<file path="config.mk">
export PLATFORM = sky130hd
export DESIGN_NAME = uart_alici
export DESIGN_NICKNAME = d
export VERILOG_FILES = /design/src/rtl/uart_alici_pkg.sv /design/src/rtl/uart_alici_senkronlayici.sv /design/src/rtl/uart_alici.sv
export SDC_FILE = /design/constraint.sdc
export NUM_CORES = 1
export LEC_CHECK = 0
export ABC_AREA = 1
export CAP_MARGIN = 10
export CORE_MARGIN = 2
export CORE_UTILIZATION = 55
export CTS_CLUSTER_DIAMETER = 100
export DETAILED_ROUTE_END_ITERATION = 7
export GPL_TIMING_DRIVEN = 1
export PLACE_DENSITY_LB_ADDON = 0.25
export SETUP_SLACK_MARGIN = 0.1
export SYNTH_ARGS = -nofsm -noshare
export SYNTH_HDL_FRONTEND = slang
export SYNTH_HIERARCHICAL = 1
export SYNTH_SLANG_ARGS = --single-unit
</file>
<file path="constraint.sdc">
create_clock -name clk_i -period 2 [get_ports clk_i]
set_input_delay 0.4 -clock clk_i [delete_from_list [all_inputs] [get_ports clk_i]]
set_output_delay 0.4 -clock clk_i [all_outputs]
set_load 0.01 [all_outputs]
</file>
<file path="src/rtl/uart_alici_pkg.sv">
// Shared UART constants: line levels and the receiver FSM state encoding.
package uart_alici_pkg;

    localparam logic HIGH = 1'b1;
    localparam logic LOW  = 1'b0;

    localparam logic [2:0] BOSTA   = 3'd0;
    localparam logic [2:0] BASLA   = 3'd1;
    localparam logic [2:0] VERI_AL = 3'd2;
    localparam logic [2:0] DUR     = 3'd3;
    localparam logic [2:0] BEKLE   = 3'd4;

    localparam int VERI_W = 8;

endpackage

</file>
<file path="src/rtl/uart_alici_senkronlayici.sv">
// Multi-flop synchronizer for an asynchronous single-bit input, with a
// configurable reset value so idle-high lines do not look active out of reset.
module senkronlayici #(
    parameter int   DERINLIK  = 2,
    parameter logic SIFIRLAMA = 1'b1
) (
    input  logic clk,
    input  logic rst,
    input  logic d,
    output logic q
);

    logic [DERINLIK-1:0] zincir;

    always_ff @(posedge clk) begin
        if (rst) zincir <= {DERINLIK{SIFIRLAMA}};
        else     zincir <= {zincir[DERINLIK-2:0], d};
    end

    assign q = zincir[DERINLIK-1];

endmodule

</file>
<file path="src/rtl/uart_alici.sv">
// UART 8N1 receiver: oversampling-free mid-bit sampling driven by a bit-period
// counter, with FIFO push strobe and framing/overrun pulses.
module uart_alici
    import uart_alici_pkg::*;
#(
    parameter int SENK_DERINLIK = 2
) (
    input  logic              clk_i,
    input  logic              rst_i,
    input  logic              rx_en_i,
    input  logic              rx_i,
    input  logic [15:0]       baud_div_i,
    input  logic              fifo_dolu_i,
    output logic [VERI_W-1:0] veri_o,
    output logic              veri_gecerli_o,
    output logic              cerceve_hatasi_o,
    output logic              tasma_o,
    output logic              mesgul_o
);

    logic rx_s;

    senkronlayici #(
        .DERINLIK (SENK_DERINLIK),
        .SIFIRLAMA(HIGH)
    ) u_senk (
        .clk(clk_i),
        .rst(rst_i),
        .d  (rx_i),
        .q  (rx_s)
    );

    logic [2:0]        durum, durum_n;
    logic [15:0]       sayac, sayac_n;
    logic [15:0]       bolen, yari;
    logic [2:0]        bit_idx, bit_idx_n;
    logic [VERI_W-1:0] veri_r, veri_r_n;
    logic              strobe_n, ferr_n, ovr_n;

    // The divisor is frozen while a frame is in flight, so a mid-frame change
    // cannot push the counter past its equality target and stall the FSM.
    assign yari = bolen >> 1;

    always_comb begin
        durum_n   = durum;
        sayac_n   = sayac + 16'd1;
        bit_idx_n = bit_idx;
        veri_r_n  = veri_r;
        strobe_n  = 1'b0;
        ferr_n    = 1'b0;
        ovr_n     = 1'b0;
        case (durum)
            BOSTA: begin
                sayac_n = '0;
                if (rx_en_i && rx_s == LOW) durum_n = BASLA;
            end
            BASLA: begin
                if (sayac == yari) begin
                    sayac_n   = '0;
                    bit_idx_n = '0;
                    durum_n   = (rx_s == LOW) ? VERI_AL : BOSTA;
                end
            end
            VERI_AL: begin
                if (sayac == bolen) begin
                    sayac_n           = '0;
                    veri_r_n[bit_idx] = rx_s;
                    bit_idx_n         = bit_idx + 3'd1;
                    if (bit_idx == 3'd7) durum_n = DUR;
                end
            end
            DUR: begin
                if (sayac == bolen) begin
                    sayac_n = '0;
                    if (rx_s == HIGH) begin
                        durum_n = BOSTA;
                        if (fifo_dolu_i) ovr_n    = 1'b1;
                        else             strobe_n = 1'b1;
                    end else begin
                        ferr_n  = 1'b1;
                        durum_n = BEKLE;
                    end
                end
            end
            BEKLE: begin
                // A held-low break must release before another start is armed.
                if (rx_s == HIGH) begin
                    durum_n = BOSTA;
                    sayac_n = '0;
                end
            end
            default: begin
                durum_n = BOSTA;
                sayac_n = '0;
            end
        endcase
    end

    always_ff @(posedge clk_i) begin
        if (rst_i) begin
            durum            <= BOSTA;
            sayac            <= '0;
            bit_idx          <= '0;
            veri_r           <= '0;
            bolen            <= '0;
            veri_o           <= '0;
            veri_gecerli_o   <= 1'b0;
            cerceve_hatasi_o <= 1'b0;
            tasma_o          <= 1'b0;
            mesgul_o         <= 1'b0;
        end else begin
            durum            <= durum_n;
            sayac            <= sayac_n;
            bit_idx          <= bit_idx_n;
            veri_r           <= veri_r_n;
            if (durum == BOSTA) bolen <= baud_div_i;
            if (strobe_n)       veri_o <= veri_r;
            veri_gecerli_o   <= strobe_n;
            cerceve_hatasi_o <= ferr_n;
            tasma_o          <= ovr_n;
            mesgul_o         <= (durum_n != BOSTA);
        end
    end

endmodule

</file>
# After elaboration in Yosys (flattened, before gate mapping)
# Index checks and enable logic that the tools add are counted.
# word_totals
regBits	60
input_bits	21
wordCells	62
# classes
add_sub_neg	2
order_cmp	2
eq_ne	9
mux	25
bitwise	3
n_reduce_logical	10
# ops
operator	count
16-bit two-way mux	3
16-bit one-hot mux with 3 select lines	1
3-bit two-way mux	9
16-bit by 1-bit adder with 16-bit output, second input constant	1
16-bit by 15-bit equality test with 1-bit output	1
16-bit equality test	1
3-bit one-hot mux with 5 select lines	1
8-bit bitwise mux	1
1-bit two-way mux	7
3-bit by 2-bit equality test with 1-bit output, second input constant	2
3-bit equality test, second input constant	2
3-bit one-hot mux with 2 select lines	1
3-bit by 4-bit < comparator with 1-bit output, second input constant	1
2-bit inequality test, second input constant	2
4-bit OR reduction	1
3-bit by 1-bit adder with 3-bit output, second input constant	1
1-bit demux with 3-bit select	1
3-bit by 1-bit equality test with 1-bit output, second input constant	1
3-bit by 1-bit greater-or-equal comparator with 1-bit output, second input constant	1
3-bit logical NOT	1
1-bit inverter	3
3-bit AND reduction	1
3-bit nonzero test	1
3-bit OR reduction	1
other kinds (5)	6

# Depth between registers and ports, before layout
# Gate-level depths: netlist (run 1).
# logic_depth
word_depth	5
ltp_mapped	14

# Hierarchy
# Netlist (run 1), hierarchy kept.
# modules_own_cells
mod	n_inst	cells_each	area_each_um2	seq_area_each_um2
uart_alici	1	481	3035.4	1161.1
senkronlayici	1	7	58.8	40.0

# Worst setup path after synthesis (run 1)
# Ideal clock, no wire load.
# synth_timing
path_kind	reg-to-reg
startpoint	reg sayac[9]
endpoint	reg sayac[0]
setup_time_ns	0.119
arrival_time_ns	1.467
required_ns	1.881
slack_ns	0.414
stages_incl_launch_ff	14
n_path_buf	2
period_less_slack_ns	1.586
path_cell_list	dfxtp_1 -> buf_4 -> inv_1 -> nand2_1 -> nand2_1 -> nor2_1 -> nand2_1 -> nor2_4 -> nand2_4 -> nand2_1 -> nand3_1 -> nand2_2 -> buf_4 -> nor2_1
# synth_between
elab_chain_len	3
word_cells_on_any_way	5
cone_classes	eq/ne: 2; mux: 3
# synth_rtl
element	line	source
start, declared	uart_alici.sv:34	logic [15:0] sayac, sayac_n;
start signal, assigned	uart_alici.sv:113	sayac <= sayac_n;
16-bit equality test / 16-bit by 15-bit equality test with 1-bit output (equally long branches)	uart_alici.sv:65, uart_alici.sv:73, uart_alici.sv:58	
16-bit two-way mux, on equally long branches	uart_alici.sv:65, uart_alici.sv:73, uart_alici.sv:58	
16-bit one-hot mux with 3 select lines *	uart_alici.sv:52	case (durum)
# Every way passes the cells marked *; elsewhere a longest branch is shown, timed or not.
# A chain may end at the register's enable or synchronous reset.

# Worst setup path in the final report (run 1)
# layout_timing
startpoint	reg sayac[2]
endpoint	reg veri_o[5]
# layout_between
elab_chain_len	3
# layout_rtl
element	line	source
16-bit equality test	uart_alici.sv:73	if (sayac == bolen) begin
1-bit two-way mux	uart_alici.sv:73	
1-bit two-way mux	uart_alici.sv:52	
end signal, assigned	uart_alici.sv:117	if (strobe_n) veri_o <= veri_r;
end, declared	uart_alici.sv:14	output logic [VERI_W-1:0] veri_o,
# No other way between the ends.

==> results of run 1 <==
## power groups by stage
| stage | Combinational [mW] | Sequential (mW) | Clock, mW |
|---|---|---|---|
| floorplan | 0.146 | 1.27 | 0 |
| global placement | 0.220 | 1.27 | 0 |
| detailed placement | 0.224 | 1.27 | 0 |
| CTS | 0.227 | 1.25 | 1.07 |
| global route | 0.270 | 1.25 | 1.13 |
| finish | 0.238 | 1.24 | 1.05 |
## worst paths after layout
kind,endpoint,slack (ps),cells after the start
max reg2reg,veri_o[5],170,11
max,veri_o[5],170,11
min,u_senk/zincir[1],420,2
min reg2reg,u_senk/zincir[1],420,2
## synth_stat cells, drive strengths merged
cell type / number
clkinv: 1
nand4: 8
dfxtp: 60
xor2: 10
ha: 3
buf: 9
xnor2: 1
nor2: 80
nand3: 26
clkbuf: 5
inv: 72
nor3: 7
a21oi: 26
nand2: 156
o21ai: 24
## layout make-up
cell class	count	area, um2
Tap cell	72	90.1
Sequential cell	60	1230
Multi-Input combinational cell	343	1590
Fill cell	489	1690
Timing Repair Buffer	44	410
Clock inverter	5	52.6
Clock buffer	10	138
Inverter	73	274
## flip-flops by register name, indices dropped and copies added, names as in the netlist, 2 cells and up
register / cells
bolen: 16
bit_idx: 3
veri_o: 8
u_senk/zincir: 2
durum: 3
veri_r: 8
sayac: 16
## per-stage QoR
stage               worst slack [ps]  total power [mW]  utilization  std cells  area, um2
global placement                 134              1.49        0.636        586       3480
CTS                              151              2.55        0.673        601       3680
finish                           173              2.54        0.691        607       3780
floorplan                        414              1.41            -        488       3090
global route                    40.4              2.65        0.691        607       3780
detailed placement              85.5              1.50        0.636        586       3480
## worst max-delay path, cell delays in order, from the launching register on
cell and delay, ps:
dfxtp_2 400, inv_2 50, nand2_1 60, nand2_1 70
nor2_2 130, nand2_1 110, nor2_4 190, nand2_4 110
nor2_4 270, nand3_4 160, nor2_1 120, nor2_1 50
## layout by cell type (no fill, tap or decap), drive strengths merged
master and n:
o21ai 24, xor2 10, nor3 7, buf 12
clkdlybuf4s50 32, nor2 80, nand2 156, nand4 8
clkinv 4, clkbuf 10, nand3 28, clkinvlp 1
inv 72, bufinv 1, xnor2 1, ha 3
a21oi 26, dfxtp 60
## per-layer routing
| metal | share of wire | global-route usage |
|---|---|---|
| met1 | 0.49 | 0.314 |
| met2 | 0.45 | 0.372 |
| met3 | 0.043 | 0.0761 |
| met4 | 0.011 | 0.0603 |
| met5 | 0 | 0 |
## kinds of logic (layout without fill, tap and decap cells)
family,count (synthesis),after routing,synth area share
flops,60,60,0.388
simple gates,277,279,0.372
buf+inv,87,132,0.116
compound gates,50,50,0.0809
fa+ha+maj,3,3,0.0121
xor+xnor,11,11,0.0311
## timing repair
action / CTS / global route
endpoints found under the setup margin: 19 / 29
cloned: 0 / 2
hold buffers: 0 / 0
resized for setup: 3 / 24
pin swaps: 0 / 7
buffers inserted: 0 / 4
==> reports/results.ini, run 1 <==
[status]
outcome = complete, no violations

[clock_network]
cts-root-buf = clkbuf_8
cts_buffer_depth = 2
numCtsBuffers = 9
worstSkewPairLatency_ps = 340
cts.clk_slew.worst_paths_ps = 60
h-tree-depth = 3
cts_sinks = 60
cts_tree = built

[sta]
period_needed_ps = 1830
hold_violations = 0
grt_setup_unrepaired = true
finalSetupTns_ps = 0
relSlewSlack = 0.476
tightest_slew_ps = 785
fmax_ghz = 0.547
finClkSkew_ps = 4.46
period_share = 0.913
finalSetupViolCount = 0
whs_ps = 419
maxSlewViolCount = 0

[worst_hold_path]
min_from = u_senk/zincir[0]
min_path_type = register to register

[setup_path]
critPathArrivalTime_ps = 2060
critPathMaxFanout = 8
worstSetupPathType = register to register
cp-end-kind = register
required_ps = 2230
cp-startpoint = sayac[2]
crit-reg2reg-launch = sayac[2]
setup.worst_path.start_class = register

[floorplanning]
die_w_um = 79.0
coreArea_um2 = 5470
dieArea_um2 = 6240
rows = 27
start_util = 0.565
die_y_um = 79.0
io_pins = 33

[cells_and_area]
fin_nets = 555
synthToLayoutAreaGrowth_pct = 22.2
antenna_cells = 0
drive_gt1_frac = 0.121

[power_and_ir_drop]
seq_power_share = 0.490
p_clk_frac = 0.416
p_leak_nw = 1.76
swShare = 0.244
p_per_area_nw_per_um2 = 671
ir_drop_mv = 0.622
p_comb_frac = 0.094
internal_power_mw = 1.92
switchingPower_uw = 619

[grt]
track_usage = 0.236
antenna_found_initial = 0
grt_max_degree = 32
grt_pass1_vias = 2683
grt_pass1_wl_mm = 11.6
grt_overflow_total = 0

[flow_run]
drv_cap = 0

[synthesis]
syn-num-nets = 512
synth_top_cell_area_share = 0.388
yosys.cell_types.count = 24
synth_area_leaders = dfxtp_1 (39%), nand2_1 (19%), nor2_1 (9.2%), inv_1 (7.8%), a21oi_1 (4.2%)
yosysTopAreaCell = dfxtp_1
synth_seq_cells = 60
synthesis.instances = 488
synth_area_um2 = 3090
yosysSeqAreaShare = 0.388
avgSynthCellArea_um2 = 6.34
yosysWarnings = 6

[drt]
wirelength_mm = 6.97
drt_iter0_drc = 231
ant_nets = 0
num_vias = 3028
avgRoutedWirePerCell_um = 11.5
drc = 0
vias_per_cell = 4.99
dr.pass1.iters = 5

[placed_design]
hpwl_mm = 5.05
portBuffers = 32
routabilityCongestion = 0.944

Power figures use the tool's default switching activity.
==> run 2, diff against run 1 <==
--- a/config.mk
+++ b/config.mk
@@ -7,6 +7,7 @@
 export LEC_CHECK = 0
 export ABC_AREA = 1
 export CAP_MARGIN = 10
+export CORE_ASPECT_RATIO = 1.5
 export CORE_MARGIN = 2
 export CORE_UTILIZATION = 55
 export CTS_CLUSTER_DIAMETER = 100
==> run 2 against run 1 <==
Against the previous run:
- final area is essentially flat
- highest routed layer unchanged
- critical path type unchanged
- critical path depth unchanged
- clock-buffer cell count increased by 3
- sequential cell count did not move
- utilization increased by 0.26 points
- routed wire length increased by 7.1%
- largest power group unchanged
==> reports/results.ini, run 2 (synthesis results as in run 1) <==
[cells_and_area]
final_common_cell = nand2_1
fin_util = 0.694
design_area_um2 = 3780
antenna_cells = 0
most-common-layout-cells = nand2_1 (153), nor2_1 (75), inv_1 (64)
synthToLayoutAreaGrowth_pct = 22.2
seqCellArea_um2 = 1220
fin_nets = 556
fill_cells = 463
multi_input_area_um2 = 1600
drive_gt1_frac = 0.117
reg_top3 = bolen (16), sayac (16)

[floorplanning]
io_pins = 33
die_y_um = 95.9
die_w_um = 65.2
coreArea_um2 = 5450
dieArea_um2 = 6250
start_util = 0.568
rows = 33

[setup_path]
worstSetupPathType = register to register
setup.worst_path.start_class = register
slowest_stage = dfxtp_2
cpLargestDelayFamily = simple AND/OR/NAND/NOR gates
r2r_cells = 11
critPathMaxFanout = 8
slowest_delay_ps = 410
required_ps = 2240
crit_chain = inv_2, nand2_1, nand2_1, nor2_1, nand2_1, nor2_4, nand2_4, nor2_4, nand3_4, nor2_1, nor2_1
critPathArrivalTime_ps = 2020
cp-end-kind = register
path_depth = 11
worstPathBufferInverterCount = 1

[drt]
avgRoutedWirePerCell_um = 12.3
drt_iter0_drc = 155
wirelength_mm = 7.47
ant_nets = 0
num_vias = 3028
dr.pass1.iters = 5
vias_per_cell = 4.99
drc = 0

[status]
outcome = complete, no violations

[sta]
grt_setup_unrepaired = false
finalSetupViolCount = 0
hold_violations = 0
finClkSkew_ps = 3.41
relSlewSlack = 0.459
finalSetupTns_ps = 0
fin_ws_ps = 213
fmax_ghz = 0.560
maxSlewViolCount = 0
period_needed_ps = 1790
period_share = 0.893
tightest_slew_ps = 810

[clock_network]
cts-root-buf = clkbuf_8
cts_hold_buf = 0
cts.clk_slew.worst_paths_ps = 70
cts_sinks = 60
worstSkewPairLatency_ps = 340
h-tree-depth = 3
numCtsBuffers = 9
cts_buffer_depth = 2
cts_tree = built

[grt]
grt_overflow_total = 0
antenna_found_initial = 0
track_usage = 0.244
grt_pass1_vias = 2676
grt_pass1_wl_mm = 11.7
grt_max_degree = 31

[worst_hold_path]
min_path_type = register to register
holdPathStages = 2

[flow_run]
drv_cap = 0

[placed_design]
hpwl_mm = 5.23
dpl_cell_area_um2 = 3480
dp_slack_ps = 8.72
portBuffers = 32
routabilityCongestion = 0.894

[power_and_ir_drop]
ir_drop_mv = 0.463
p_total_mw = 2.53
p_leak_nw = 1.78
p_per_area_nw_per_um2 = 669

run 2: layer usage:
layer,track usage,share of wire
met5,0,0
met2,0.459,0.54
met3,0.0538,0.034
met1,0.261,0.40
met4,0.0972,0.029
run 2: worst paths after layout:
path                                  startpoint          endpoint  slack [ps]
worst max-delay path                    sayac[8]         veri_o[0]         210
worst min-delay path            u_senk/zincir[0]  u_senk/zincir[1]         410
worst max register to register          sayac[8]         veri_o[0]         210
worst min register to register  u_senk/zincir[0]  u_senk/zincir[1]         410
run 2: power breakdown:
part / leakage (nW) / internal (mW) / switching, mW
sequential: 0.496 / 1.22 / 0.0216
combinational: 1.20 / 0.104 / 0.138
clock: 0.0917 / 0.550 / 0.496
run 2: timing repair:
item | in CTS | in global routing
gates resized for setup | 3 | 20
endpoints found under the setup margin | 25 | 33
gates cloned | 0 | 3
hold endpoints to repair | 0 | 0
pin swaps | 0 | 6
setup buffers | 0 | 4
run 2: cell type report:
class	count	area share
tap	70	0.0232
inverter	73	0.0725
clock buffer	13	0.0447
multi-input combinational	344	0.422
clock inverter	3	0.00529
timing repair buffer	44	0.109
sequential	60	0.324
run 2: worst min-delay path, stage by stage, from the launching register on:
cell and delay, ps:
dfxtp_1 310, inv_1 30, nand2_1 50
run 2: stage by stage:
step / hold WS, ps / instances
after global placement: 393 / 584
after CTS: 418 / 600
final: 414 / 607
after global routing: 453 / 607
after detailed placement: 401 / 584
after floorplan: 387 / 488
==> run 3, diff against run 2 <==
--- a/config.mk
+++ b/config.mk
@@ -7,10 +7,13 @@
 export LEC_CHECK = 0
 export ABC_AREA = 1
 export CAP_MARGIN = 10
+export CELL_PAD_IN_SITES_DETAIL_PLACEMENT = 1
+export CELL_PAD_IN_SITES_GLOBAL_PLACEMENT = 1
 export CORE_ASPECT_RATIO = 1.5
 export CORE_MARGIN = 2
-export CORE_UTILIZATION = 55
+export CORE_UTILIZATION = 39
 export CTS_CLUSTER_DIAMETER = 100
+export CTS_CLUSTER_SIZE = 10
 export DETAILED_ROUTE_END_ITERATION = 7
 export GPL_TIMING_DRIVEN = 1
 export PLACE_DENSITY_LB_ADDON = 0.25
==> run 3 against run 2 <==
Against the previous run:
- routed wire length increased by 26%
- critical path type unchanged
- largest power group is now the clock network
- highest routed layer unchanged
- critical endpoint unchanged
- combinational power is 8.3% higher
- sequential cell count unchanged
- largest cell class unchanged
==> reports/results.ini, run 3 (synthesis results as in run 1) <==
[status]
outcome = complete, no violations

[cells_and_area]
multi_input_area_um2 = 1620
reg_top3 = bolen (16), sayac (16)
fin_nets = 556
instances_no_fill = 639
final_common_cell = nand2_1
design_area_um2 = 4000
antenna_cells = 0
seqCellArea_um2 = 1230
most-common-layout-cells = nand2_1 (151), nor2_1 (70), inv_1 (64)
drive_gt1_frac = 0.130
synthToLayoutAreaGrowth_pct = 29.2
fill_cells = 1044

[drt]
num_vias = 3165
dr.pass1.iters = 4
wirelength_mm = 9.40
ant_nets = 0
avgRoutedWirePerCell_um = 14.7
drc = 0
drt_iter0_drc = 142
vias_per_cell = 4.95

[clock_network]
cts_buffer_depth = 2
numCtsBuffers = 9
cts-root-buf = clkbuf_16
cts_tree = built
cts_sinks = 60
cts.clk_slew.worst_paths_ps = 60
h-tree-depth = 3
worstSkewPairLatency_ps = 330
cts_hold_buf = 0

[power_and_ir_drop]
swShare = 0.236
p_clk_frac = 0.524
p_per_area_nw_per_um2 = 792
p_comb_frac = 0.083
seq_power_share = 0.393
ir_drop_mv = 0.609
switchingPower_uw = 746
internal_power_mw = 2.42
p_leak_nw = 1.85

[placed_design]
dpl_cell_area_um2 = 3540
portBuffers = 32
routabilityCongestion = 0.833
hpwl_mm = 6.53
dp_cells = 616

[floorplanning]
io_pins = 33
die_y_um = 113
rows = 39
start_util = 0.404
die_w_um = 76.7
dieArea_um2 = 8680
coreArea_um2 = 7660

[sta]
hold_violations = 0
period_needed_ps = 1820
tightest_slew_ps = 608
relSlewSlack = 0.593
fmax_ghz = 0.550
maxSlewViolCount = 0
period_share = 0.910
grt_setup_unrepaired = false
finClkSkew_ps = 5.61
finalSetupViolCount = 0

[worst_hold_path]
min_path_type = register to register
holdPathStages = 2

[setup_path]
setup.worst_path.start_class = register
critPathMaxFanout = 8
cp-end-kind = register
worstSetupPathType = register to register
r2r_cells = 12
critPathArrivalTime_ps = 2080
required_ps = 2260

[grt]
track_usage = 0.229
grt_pass1_vias = 3374
antenna_found_initial = 0
grt_pass1_wl_mm = 15.5
grt_max_degree = 32
grt_overflow_total = 0

[flow_run]
drv_cap = 0

==> run 3: changes by cell type in the layout (fill, tap and decap cells not counted), moves of 2 or more <==
cell and change:
buf_12 +2, buf_4 -2, bufinv_16 +2, clkbuf_16 +9, clkbuf_8 -12, nand2_1 -2
nand2_2 +2, nor2_1 -5, nor2_2 +5
==> run 3: area by class of cell <==
| cell class | count | area share |
|---|---|---|
| Clock buffer | 10 | 0.0573 |
| Clock inverter | 6 | 0.0222 |
| Inverter | 73 | 0.0685 |
| Multi-Input combinational cell | 344 | 0.404 |
| Sequential cell | 60 | 0.307 |
| Tap cell | 102 | 0.0319 |
| Timing Repair Buffer | 44 | 0.109 |
==> run 3: per-stage QoR <==
stage	power (mW)	util	TNS (ps)	hold WS (ps)	worst slack (ps)
6_report	3.17	0.522	0	413	181
5_1_grt	3.28	0.522	0	441	90.6
4_1_cts	3.19	0.513	0	418	101
3_5_place_dp	1.52	0.463	-1890	404	-133
3_3_place_gp	1.51	0.463	-25.1	398	-12.9
2_1_floorplan	1.41	-	0	387	414
==> run 3: worst paths after layout <==
path | slack (ps) | to | startpoint
setup / recovery | 180 | veri_o[0] | sayac[10]
hold / removal | 410 | u_senk/zincir[1] | u_senk/zincir[0]
setup reg to reg | 180 | veri_o[0] | sayac[10]
hold reg to reg | 410 | u_senk/zincir[1] | u_senk/zincir[0]
==> run 3: repair_timing <==
item | CTS | global route
setup endpoints to repair | 36 | 33
gates cloned | 2 | 1
resized for setup | 11 | 22
setup buffers | 1 | 3
pin swaps | 4 | 6
==> run 3: worst max-delay path, stage by stage, from the launching register on <==
cell,delay [ps]
dfxtp_4,390
inv_2,50
nand2_1,60
nand2_1,80
nor2_2,150
nand2_1,110
nor2_4,160
nand2_4,110
nor2_4,220
nand3_4,160
nand2_1,90
nand2_1,50
nor2_1,110
==> run 3: routing by layer <==
| layer | global-route usage | wire length (um) |
|---|---|---|
| met3 | 0.0439 | 186 |
| met2 | 0.474 | 5600 |
| met5 | 0 | 0 |
| met1 | 0.208 | 3380 |
| met4 | 0.104 | 227 |
==> run 3: power groups by stage <==
stage               sequential (mW)  clock [mW]  combinational, mW
global placement               1.27           0              0.237
finish                         1.25        1.66              0.262
floorplan                      1.27           0              0.146
CTS                            1.25        1.68              0.257
detailed placement             1.27           0              0.245
global route                   1.25        1.74              0.294
